`src/rtl/bid_agent_if.sv`:
```
// Bidder <-> bid controller port: request/response handshake plus round and price status.
// The agent uses the master view; a controller model or the controller itself uses slave.
interface bid_agent_if;
    logic        bid;
    logic [15:0] bid_amt;
    logic        retract;
    logic        ack;
    logic [1:0]  err;
    logic        win;
    logic [31:0] balance;
    logic [31:0] max_bid;
    logic        round_active;
    logic        round_over;

    modport master (
        output bid, bid_amt, retract,
        input  ack, err, win, balance, max_bid, round_active, round_over
    );

    modport slave (
        input  bid, bid_amt, retract,
        output ack, err, win, balance, max_bid, round_active, round_over
    );
endinterface

```
`src/rtl/bid_agent.sv`:
```
// bid_agent: self-driving bidder that outbids max_bid by a step, up to a host limit and its balance.
// Define BID_AGENT_RETRACT_EN to retract the standing bid when the host drops en while leading.
module bid_agent #(
    parameter int TIMEOUT = 16,
    parameter int BACKOFF = 4
) (
    input  logic        clk,
    input  logic        reset,
    bid_agent_if.master bus,
    input  logic        i_en,
    input  logic [15:0] i_limit,
    input  logic [15:0] i_step,
    output logic        o_leading,
    output logic        o_won,
    output logic [1:0]  o_last_err,
    output logic        o_timeout,
    output logic [7:0]  o_bid_count
);
    // state          | meaning
    // IDLE           | evaluate whether a bid fits under limit and balance
    // WAIT_ACK       | bid pulse issued, waiting on ack or timeout
    // HOLD           | holding the accepted high bid
    // RETRACT        | retract pulse cycle
    // RETRACT_WAIT   | waiting on ack or timeout after the retract
    // BACKOFF        | idle spacing after an error or timeout
    // DONE           | one cycle after round_over
    typedef enum logic [2:0] {
        S_IDLE,
        S_WAIT_ACK,
        S_HOLD,
        S_BACKOFF,
        S_DONE
`ifdef BID_AGENT_RETRACT_EN
        , S_RETRACT,
        S_RETRACT_WAIT
`endif
    } state_t;

    localparam logic [15:0] TO_LOAD = 16'(TIMEOUT);
    localparam logic [15:0] BO_LOAD = 16'(BACKOFF);

    state_t      r_state;
    state_t      w_state_nxt;
    logic [15:0] r_cnt;
    logic        r_bid;
    logic [15:0] r_bid_amt;
    logic        r_leading;
    logic        r_won;
    logic [1:0]  r_last_err;
    logic [7:0]  r_bid_count;
    logic        r_ra_d;

    logic [15:0] w_step_eff;
    logic [32:0] w_next;
    logic        w_fits;
    logic        w_expired;
    logic        w_ra_rise;
    logic        w_issue_bid;
    logic        w_ld_to;
    logic        w_ld_bo;
    logic        w_set_lead;
    logic        w_clr_lead;
    logic        w_inc;
    logic        w_err_ld;
    logic [1:0]  w_err_val;
    logic        w_latch_won;
    logic        w_timeout;

    assign w_step_eff = (i_step == 16'd0) ? 16'd1 : i_step;
    assign w_next     = {1'b0, bus.max_bid} + {17'd0, w_step_eff};
    assign w_fits     = (w_next <= {17'd0, i_limit}) && (w_next <= {1'b0, bus.balance});
    // The wait counter is loaded with TIMEOUT in the pulse cycle, so zero lands TIMEOUT cycles later.
    assign w_expired  = (r_cnt == 16'd0);
    assign w_ra_rise  = bus.round_active && !r_ra_d;

`ifdef BID_AGENT_RETRACT_EN
    logic r_retract;
    logic w_issue_ret;
`endif

    always_ff @(posedge clk or posedge reset) begin
        if (reset) begin
            r_state <= S_IDLE;
        end else begin
            r_state <= w_state_nxt;
        end
    end

    always_comb begin
        w_state_nxt = r_state;
        w_issue_bid = 1'b0;
        w_ld_to     = 1'b0;
        w_ld_bo     = 1'b0;
        w_set_lead  = 1'b0;
        w_clr_lead  = 1'b0;
        w_inc       = 1'b0;
        w_err_ld    = 1'b0;
        w_err_val   = 2'b00;
        w_latch_won = 1'b0;
        w_timeout   = 1'b0;
`ifdef BID_AGENT_RETRACT_EN
        w_issue_ret = 1'b0;
`endif
        if (bus.round_over) begin
            w_latch_won = 1'b1;
            w_clr_lead  = 1'b1;
            w_state_nxt = S_DONE;
        end else begin
            case (r_state)
                S_IDLE: begin
                    if (i_en && bus.round_active && w_fits) begin
                        w_issue_bid = 1'b1;
                        w_ld_to     = 1'b1;
                        w_state_nxt = S_WAIT_ACK;
                    end
                end
                S_WAIT_ACK: begin
                    // An ack in the pulse cycle itself belongs to nobody and is dropped.
                    if (!r_bid) begin
                        if (bus.ack) begin
                            if (bus.err == 2'b00) begin
                                w_set_lead  = 1'b1;
                                w_inc       = 1'b1;
                                w_state_nxt = S_HOLD;
                            end else begin
                                w_err_ld    = 1'b1;
                                w_err_val   = bus.err;
                                w_ld_bo     = 1'b1;
                                w_state_nxt = S_BACKOFF;
                            end
                        end else if (w_expired) begin
                            w_timeout   = 1'b1;
                            w_err_ld    = 1'b1;
                            w_err_val   = 2'b11;
                            w_ld_bo     = 1'b1;
                            w_state_nxt = S_BACKOFF;
                        end
                    end
                end
                S_HOLD: begin
                    if (bus.max_bid > {16'd0, r_bid_amt}) begin
                        w_clr_lead  = 1'b1;
                        w_state_nxt = S_IDLE;
                    end
`ifdef BID_AGENT_RETRACT_EN
                    else if (!i_en && bus.round_active) begin
                        w_issue_ret = 1'b1;
                        w_ld_to     = 1'b1;
                        w_state_nxt = S_RETRACT;
                    end
`endif
                end
`ifdef BID_AGENT_RETRACT_EN
                S_RETRACT: w_state_nxt = S_RETRACT_WAIT;
                S_RETRACT_WAIT: begin
                    if (bus.ack) begin
                        w_clr_lead  = 1'b1;
                        w_err_ld    = (bus.err != 2'b00);
                        w_err_val   = bus.err;
                        w_state_nxt = S_IDLE;
                    end else if (w_expired) begin
                        w_timeout   = 1'b1;
                        w_clr_lead  = 1'b1;
                        w_err_ld    = 1'b1;
                        w_err_val   = 2'b11;
                        w_state_nxt = S_IDLE;
                    end
                end
`endif
                S_BACKOFF: begin
                    if (r_cnt <= 16'd1) begin
                        w_state_nxt = S_IDLE;
                    end
                end
                S_DONE:  w_state_nxt = S_IDLE;
                default: w_state_nxt = S_IDLE;
            endcase
        end
    end

    always_ff @(posedge clk or posedge reset) begin
        if (reset) begin
            r_cnt       <= 16'd0;
            r_bid       <= 1'b0;
            r_bid_amt   <= 16'd0;
            r_leading   <= 1'b0;
            r_won       <= 1'b0;
            r_last_err  <= 2'b00;
            r_bid_count <= 8'd0;
            r_ra_d      <= 1'b0;
        end else begin
            r_bid  <= w_issue_bid;
            r_ra_d <= bus.round_active;
            if (w_issue_bid) begin
                r_bid_amt <= w_next[15:0];
            end
            if (w_ld_to) begin
                r_cnt <= TO_LOAD;
            end else if (w_ld_bo) begin
                r_cnt <= BO_LOAD;
            end else if (r_cnt != 16'd0) begin
                r_cnt <= r_cnt - 16'd1;
            end
            if (w_set_lead) begin
                r_leading <= 1'b1;
            end else if (w_clr_lead) begin
                r_leading <= 1'b0;
            end
            if (w_err_ld) begin
                r_last_err <= w_err_val;
            end
            if (w_latch_won) begin
                r_won <= bus.win;
            end else if (w_ra_rise) begin
                r_won <= 1'b0;
            end
            if (w_ra_rise) begin
                r_bid_count <= 8'd0;
            end else if (w_inc && r_bid_count != 8'hFF) begin
                r_bid_count <= r_bid_count + 8'd1;
            end
        end
    end

`ifdef BID_AGENT_RETRACT_EN
    always_ff @(posedge clk or posedge reset) begin
        if (reset) begin
            r_retract <= 1'b0;
        end else begin
            r_retract <= w_issue_ret;
        end
    end
    assign bus.retract = r_retract;
`else
    assign bus.retract = 1'b0;
`endif

    assign bus.bid     = r_bid;
    assign bus.bid_amt = r_bid_amt;
    assign o_leading   = r_leading;
    assign o_won       = r_won;
    assign o_last_err  = r_last_err;
    assign o_timeout   = w_timeout;
    assign o_bid_count = r_bid_count;
endmodule

```
`src/flat_wrapper.sv`:
```
// flat-port wrapper written by rule: the top's interface ports become plain ports
module bid_agent_flat 
#(
    parameter int TIMEOUT = 16,
    parameter int BACKOFF = 4
)
  (clk, reset, i_en, i_limit, i_step, o_leading, o_won, o_last_err, o_timeout, o_bid_count, bus_bid, bus_bid_amt, bus_retract, bus_ack, bus_err, bus_win, bus_balance, bus_max_bid, bus_round_active, bus_round_over);
  bid_agent_if bus_i ();
  input  logic clk;
  input  logic reset;
  input  logic i_en;
  input  logic [15:0] i_limit;
  input  logic [15:0] i_step;
  output logic o_leading;
  output logic o_won;
  output logic [1:0] o_last_err;
  output logic o_timeout;
  output logic [7:0] o_bid_count;
  output wire logic [$bits(bus_i.bid)-1:0] bus_bid;
  output wire logic [$bits(bus_i.bid_amt)-1:0] bus_bid_amt;
  output wire logic [$bits(bus_i.retract)-1:0] bus_retract;
  input wire logic [$bits(bus_i.ack)-1:0] bus_ack;
  input wire logic [$bits(bus_i.err)-1:0] bus_err;
  input wire logic [$bits(bus_i.win)-1:0] bus_win;
  input wire logic [$bits(bus_i.balance)-1:0] bus_balance;
  input wire logic [$bits(bus_i.max_bid)-1:0] bus_max_bid;
  input wire logic [$bits(bus_i.round_active)-1:0] bus_round_active;
  input wire logic [$bits(bus_i.round_over)-1:0] bus_round_over;
  assign bus_bid = bus_i.bid;
  assign bus_bid_amt = bus_i.bid_amt;
  assign bus_retract = bus_i.retract;
  assign bus_i.ack = bus_ack;
  assign bus_i.err = bus_err;
  assign bus_i.win = bus_win;
  assign bus_i.balance = bus_balance;
  assign bus_i.max_bid = bus_max_bid;
  assign bus_i.round_active = bus_round_active;
  assign bus_i.round_over = bus_round_over;
  bid_agent #(.TIMEOUT(TIMEOUT), .BACKOFF(BACKOFF)) u_core (.clk(clk), .reset(reset), .bus(bus_i), .i_en(i_en), .i_limit(i_limit), .i_step(i_step), .o_leading(o_leading), .o_won(o_won), .o_last_err(o_last_err), .o_timeout(o_timeout), .o_bid_count(o_bid_count));
endmodule
```
`config.mk`:
```
export PLATFORM = sky130hd
export DESIGN_NAME = bid_agent_flat
export DESIGN_NICKNAME = d
export VERILOG_FILES = /design/src/rtl/bid_agent_if.sv /design/src/rtl/bid_agent.sv /design/src/flat_wrapper.sv
export SDC_FILE = /design/constraint.sdc
export NUM_CORES = 1
export LEC_CHECK = 0
export CORE_ASPECT_RATIO = 0.8
export CORE_MARGIN = 10
export CORE_UTILIZATION = 51
export CTS_CLUSTER_SIZE = 30
export DETAILED_ROUTE_END_ITERATION = 12
export PLACE_DENSITY_LB_ADDON = 0.05
export RECOVER_POWER = 25
export SLEW_MARGIN = 25
export SYNTH_ARGS = -nofsm -noshare
export SYNTH_HDL_FRONTEND = slang
export SYNTH_SLANG_ARGS = --single-unit
```
`constraint.sdc`:
```
create_clock -name clk -period 4.25 [get_ports clk]
set_clock_uncertainty 0.2 [all_clocks]
set_input_delay 0.85 -clock clk [delete_from_list [all_inputs] [get_ports clk]]
set_output_delay 0.85 -clock clk [all_outputs]
set_load 0.03 [all_outputs]
```
; ---- Word level (Yosys, flattened, before mapping)
; Index checks and enable logic that the tools add are counted.
[totals]
ff_bits = 49
input_bits = 105
[classes]
add_sub_neg = 3
magnitude_cmp = 4
eq_ne = 9
mux = 47
n_reduce_logical = 16
[op_table]
columns = op, count
row1 = 16-bit two-way mux, 4
row2 = 32-bit by 16-bit adder with 33-bit output, 1
row3 = 33-bit by 16-bit <= comparator with 1-bit output, 1
row4 = 33-bit by 32-bit <= comparator with 1-bit output, 1
row5 = 32-bit by 16-bit > comparator with 1-bit output, 1
row6 = 16-bit logical NOT, 2
row7 = 1-bit two-way mux, 27
row8 = 3-bit two-way mux, 7
row9 = "16-bit by 1-bit <= comparator with 1-bit output, second input constant", 1
row10 = 8-bit two-way mux, 2
row11 = 16-bit nonzero test, 1
row12 = "16-bit by 1-bit subtractor with 16-bit output, second input constant", 1
row13 = 2-bit two-way mux, 6
row14 = 3-bit one-hot mux with 4 select lines, 1
row15 = "3-bit by 2-bit != test with 1-bit output, second input constant", 3
row16 = "8-bit by 1-bit adder with 8-bit output, second input constant", 1
row17 = "8-bit != test, second input constant", 1
row18 = "3-bit by 2-bit == test with 1-bit output, second input constant", 2
row19 = 2-bit nonzero test, 3
row20 = 1-bit logical AND, 5
row21 = 5-bit AND reduction, 1
row22 = "4-bit by 3-bit != test with 1-bit output, second input constant", 1
row23 = "3-bit by 1-bit == test with 1-bit output, second input constant", 1
row24 = 3-bit logical NOT, 1
row25 = other kinds (4), 4

; ---- Logic depth before layout (Yosys ltp)
[depth]
ltp_word = 10
depth_mapped = 24
depth_no_buf = 23

; ---- Worst setup path before layout
; Ideal clock, no wire load.
[synth_timing]
kind = input port to flip-flop
startpoint = input port i_step[5]
endpoint = register u_core.r_bid_amt[10] (netlist: u_core.bus.bid_amt[10])
arrival_time_ns = 5.861
slack_ns = -1.936
path_stages = 23
n_path_buf = 1
cell_sequence = nor4_1 > a41o_1 > ha_1 > inv_1 > fa_1 > nor2b_1 > o31a_1 > a41o_1 > a21o_1 > a21oi_1 > o21ai_0 > a31oi_1 > xnor2_1 > ha_1 > a21oi_1 > o22ai_1 > a2111oi_0 > a21oi_1 > or4b_1 > or4_4 > nor4_4 > buf_6 > mux2_2
[synth_via]
elab_chain_cells = 9
[synth_lines]
columns = element, line
row1 = from (decl), flat_wrapper.sv:13  ; input logic [15:0] i_step;
row2 = 16-bit logical NOT, bid_agent.sv:69  ; assign w_step_eff = (i_step == 16'd0) ? 16'd1 : i_step;
row3 = 16-bit two-way mux *, bid_agent.sv:69
row4 = 32-bit by 16-bit adder with 33-bit output *, bid_agent.sv:70  ; assign w_next = {1'b0, bus.max_bid} + {17'd0, w_step_eff};
row5 = via u_core.w_next[14], bid_agent.sv:54  ; logic [32:0] w_next;
row6 = 33-bit by 16-bit <= comparator with 1-bit output / 33-bit by 32-bit <= comparator with 1-bit output (equally long branches), bid_agent.sv:71  ; assign w_fits = (w_next <= {17'd0, i_limit}) && (w_next <= {1'b0, bus.balance});
row7 = 1-bit logical AND *, bid_agent.sv:71
row8 = 1-bit logical AND *, bid_agent.sv:111  ; if (i_en && bus.round_active && w_fits) begin
row9 = 1-bit two-way mux *, bid_agent.sv:111
row10 = 1-bit two-way mux *, bid_agent.sv:109  ; case (r_state)
row11 = 1-bit two-way mux *, bid_agent.sv:104  ; if (bus.round_over) begin
row12 = to (signal assigned), bid_agent.sv:195  ; r_bid_amt <= w_next[15:0];
row13 = to (decl), bid_agent.sv:46  ; logic [15:0] r_bid_amt;
; The timed path passes the listed nets; every way through them passes the cells marked *.
; A chain may end at the register's enable or synchronous reset.

; ---- Worst setup path after layout
[layout_timing]
startpoint = input port i_step[6]
endpoint = register u_core.r_bid_amt[5] (netlist: u_core.bus.bid_amt[5])
; The elaborated chain is that of the path after synthesis.

==> results.json <==
{
  "yosysUniqueCellTypes": 66,
  "synthFlopType": "dfrtp_1",
  "maxCapViolCount": 1,
  "cp-end-kind": "register",
  "synth_fp_nets": 843,
  "outcome": "finished, violations left",
  "yosys.area.top_type": "dfrtp_1",
  "rrSetupSlack_ps": 680,
  "htreeDepth": 2,
  "gr-total-overflow": 0,
  "cp_cell_sequence": "buf_6 > nor4_2 > a41o_1 > ha_2 > inv_2 > fa_2 > nor2b_2 > o31a_1 > a41o_1 > a21o_1 > a21oi_2 > buf_4 > xnor2_1 > ha_1 > a21o_1 > a21o_1 > a2111oi_2 > a21oi_2 > or4b_1 > or4_4 > nor4_4 > buf_4 > buf_12 > mux2_4",
  "synth_area_leaders": "dfrtp_1 23%, ha_1 19%, inv_1 5.5%, xnor2_1 4.6%, a21oi_1 3.5%",
  "worst-endpoint-required_ps": 4230,
  "critPathMaxStageDelay_ps": 540,
  "multiInputGateArea_sq_um": 3974,
  "p_int_uw": 1343,
  "slew_violations": 50,
  "p_per_area_nw_per_um2": 259.0,
  "cp_max_fo": 5,
  "cts.sinks": 49,
  "dp_cells": 1051,
  "fin_crit_ps": 6144,
  "grt_pass1_wl_um": 32060,
  "area_growth_pct": 58.05,
  "clk_latency_ps": 310,
  "dieArea_sq_um": 15060,
  "first_global_vias": 6396,
  "crit_cells": 24,
  "wirelength_um": 20950,
  "drc": 0,
  "ys_seq_area_share_pct": 22.83,
  "fin_crit_sh_pct": 144.6,
  "cts.path.max_buffers": 2,
  "pwr-share-seq_pct": 28.6,
  "crit_slowest_cell": "or4b_1",
  "p_total_uw": 2199,
  "async_reset_ff_share_pct": 100.0,
  "placed_area_sq_um": 7913,
  "synth.most_common_cell": "ha_1",
  "clock_power_share_pct": 19.8,
  "dr.pass1.iters": 5,
  "max_freq_mhz": 162.8,
  "wl_per_cell_um": 19.56,
  "cp.arrival_ps": 6130,
  "port_buffers": 134,
  "cts_tree": "yes",
  "yosys-top-cells-count": "82 x ha_1, 79 x inv_1, 50 x nor2_1",
  "nets": 1118,
  "clkTransAtPathRegs_ps": 70,
  "stdcell_count": 1071,
  "root_buffer": "clkbuf_16",
  "switchingPower_uw": 855.2,
  "ff_latch_area_sq_um": 1226,
  "hold_class": "register to register",
  "fp.dieH_um": 111.8,
  "hp-start": "u_core.o_last_err[0]",
  "initial_core_util_pct": 52.25,
  "layout_setup_ws_ps": -1894,
  "combPwrFrac_pct": 51.6,
  "drive_gt1_share_pct": 25.46,
  "p_leak_uw": 0.004054,
  "ys_warn_count": 0,
  "design_area_sq_um": 8489,
  "ir_drop_v": 0.0001888,
  "synth_area_sq_um": 5371,
  "numCtsBuffers": 5,
  "hpwl_um": 15830,
  "final-hold-violation-count": 0,
  "num_vias": 6142,
  "postSynthAreaPerCell_sq_um": 8.201,
  "critPathKind": "primary input to register",
  "coreArea_sq_um": 10280,
  "track_usage_pct": 25.57,
  "start_kind": "primary input",
  "ys_seq_elements": 49,
  "viasPerCell": 5.735,
  "io_pins": 136,
  "slew_headroom_pct": -53.07,
  "crit_buf_inv": 5,
  "crit_path_start": "i_step[6]",
  "cp_top_family": "compound AO/OA/AOI/OAI gates",
  "violations": "max-capacitance violations, max-slew violations, negative setup slack",
  "ant_nets": 0,
  "syn_inst": 655,
  "antenna_found_initial": 0,
  "grt_start_max_net_pins": 50,
  "regToRegStartpoint": "u_core.r_state[2]",
  "place_ws_ps": -2589,
  "std_cell_rows": 33,
  "synth.top_cell.area_share_pct": 22.83,
  "cp_common_cell": "a21o_1",
  "num-fill-cells": 598,
  "rsz0062_at_grt": "true",
  "netSwitchingFraction_pct": 38.90,
  "finalSetupViolCount": 34,
  "gp_congestion": 0.9506,
  "synth_edf_count": 0,
  "hold_depth": 1,
  "rr_worst_depth": 8,
  "setup_tns_ps": -61940,
  "die_w_um": 134.7,
  "detail_route.iter0.violations": 369,
  "tightest_slew_ps": 2283,
  "n_antenna_cell": 0
}
## per-layer routing
| layer | track usage, % | part of all wire, % | vias to the layer above |
|---|---|---|---|
| met2 | 45.85 | 50 | 285 |
| met1 | 29.88 | 41 | 2909 |
| met5 | 0 | 0 | - |
| met3 | 5.256 | 6.1 | 72 |
| li1 | - | - | 2876 |
| met4 | 7.169 | 3.8 | 0 |
## through the flow
step | hold slack (ps) | util (%)
floorplan | 302.2 | -
CTS | 321.7 | 80.48
global placement | 295.5 | 76.96
finish | 319.7 | 82.57
global route | 349.3 | 82.57
detailed placement | 305.8 | 76.96
## power groups by stage
stage / combinational [uW] / sequential, uW / clock, uW
after floorplan: 514 / 605 / 0
after CTS: 1010 / 610 / 429
after global routing: 1220 / 633 / 451
after global placement: 949 / 609 / 0
after detailed placement: 985 / 614 / 0
final: 1130 / 629 / 435
## worst register-to-register path: stages (launching register included)
cell     delay, ps
dfrtp_1        390
or3_1          410
or4_1          600
or4b_1         510
or4_4          500
nor4_4         160
buf_4          210
buf_12         140
mux2_4         320
## cell families after synthesis
logic type	after synthesis	share of synthesized area [%]
other	1	0.06981
DFF	49	22.83
muxes	21	4.286
buffers and inverters	106	7.780
xor gates and xnor gates	44	7.174
adders and majority gates	83	19.47
AOI/OAI and AO/OA	137	17.21
and+or+nand+nor	214	21.17
## final timing paths
kind                                              end
worst max-delay path            u_core.bus.bid_amt[5]
worst min-delay path             u_core.o_last_err[0]
worst max register to register  u_core.bus.bid_amt[5]
worst min register to register   u_core.o_last_err[0]
max in group asynchronous       u_core.bus.bid_amt[7]
min in group asynchronous       u_core.bus.bid_amt[0]
## repair_timing
action	in CTS	in global routing
resized for setup	97	29
hold buffers	0	0
cloned	3	2
buffers inserted	4	4
endpoints found under the setup margin	34	35
pin swaps	22	9
## flip-flops by register name (all words and copies together), names as in the netlist
register / count
u_core.o_won: 1
u_core.r_ra_d: 1
u_core.o_bid_count: 8
u_core.bus.bid_amt: 16
u_core.bus.bid: 1
u_core.o_last_err: 2
u_core.o_leading: 1
u_core.r_cnt: 16
u_core.r_state: 3
## final cells by class
cell class	count	share of cell area (%)
Multi-Input combinational cell	500	46.81
Tap cell	140	2.063
Sequential cell	49	14.44
Clock inverter	3	0.3095
Timing Repair Buffer	295	31.39
Clock buffer	5	1.474
Inverter	79	3.508
## cells in the final DEF (no fill, tap or decap), types with 4 or more instances in the layout
cell	count
or3_1	6
nor4_1	5
nor2b_1	10
nand3_1	19
nand2b_1	13
buf_2	7
nor3_2	8
xor2_1	16
nand4b_1	4
a21oi_1	35
a31oi_1	5
mux2_4	15
nor3_1	15
dfrtp_1	49
ha_1	81
xnor2_1	28
o21ai_0	22
buf_4	150
clkbuf_16	7
inv_1	77
nor4_4	4
mux2i_1	5
nand4_1	16
nand2_1	33
or4_1	6
a21boi_0	4
and3_1	6
o21a_1	5
clkdlybuf4s50_1	115
buf_6	7
nor2_1	47
a21o_1	20
No activity file was read; power rests on OpenSTA's default activity.
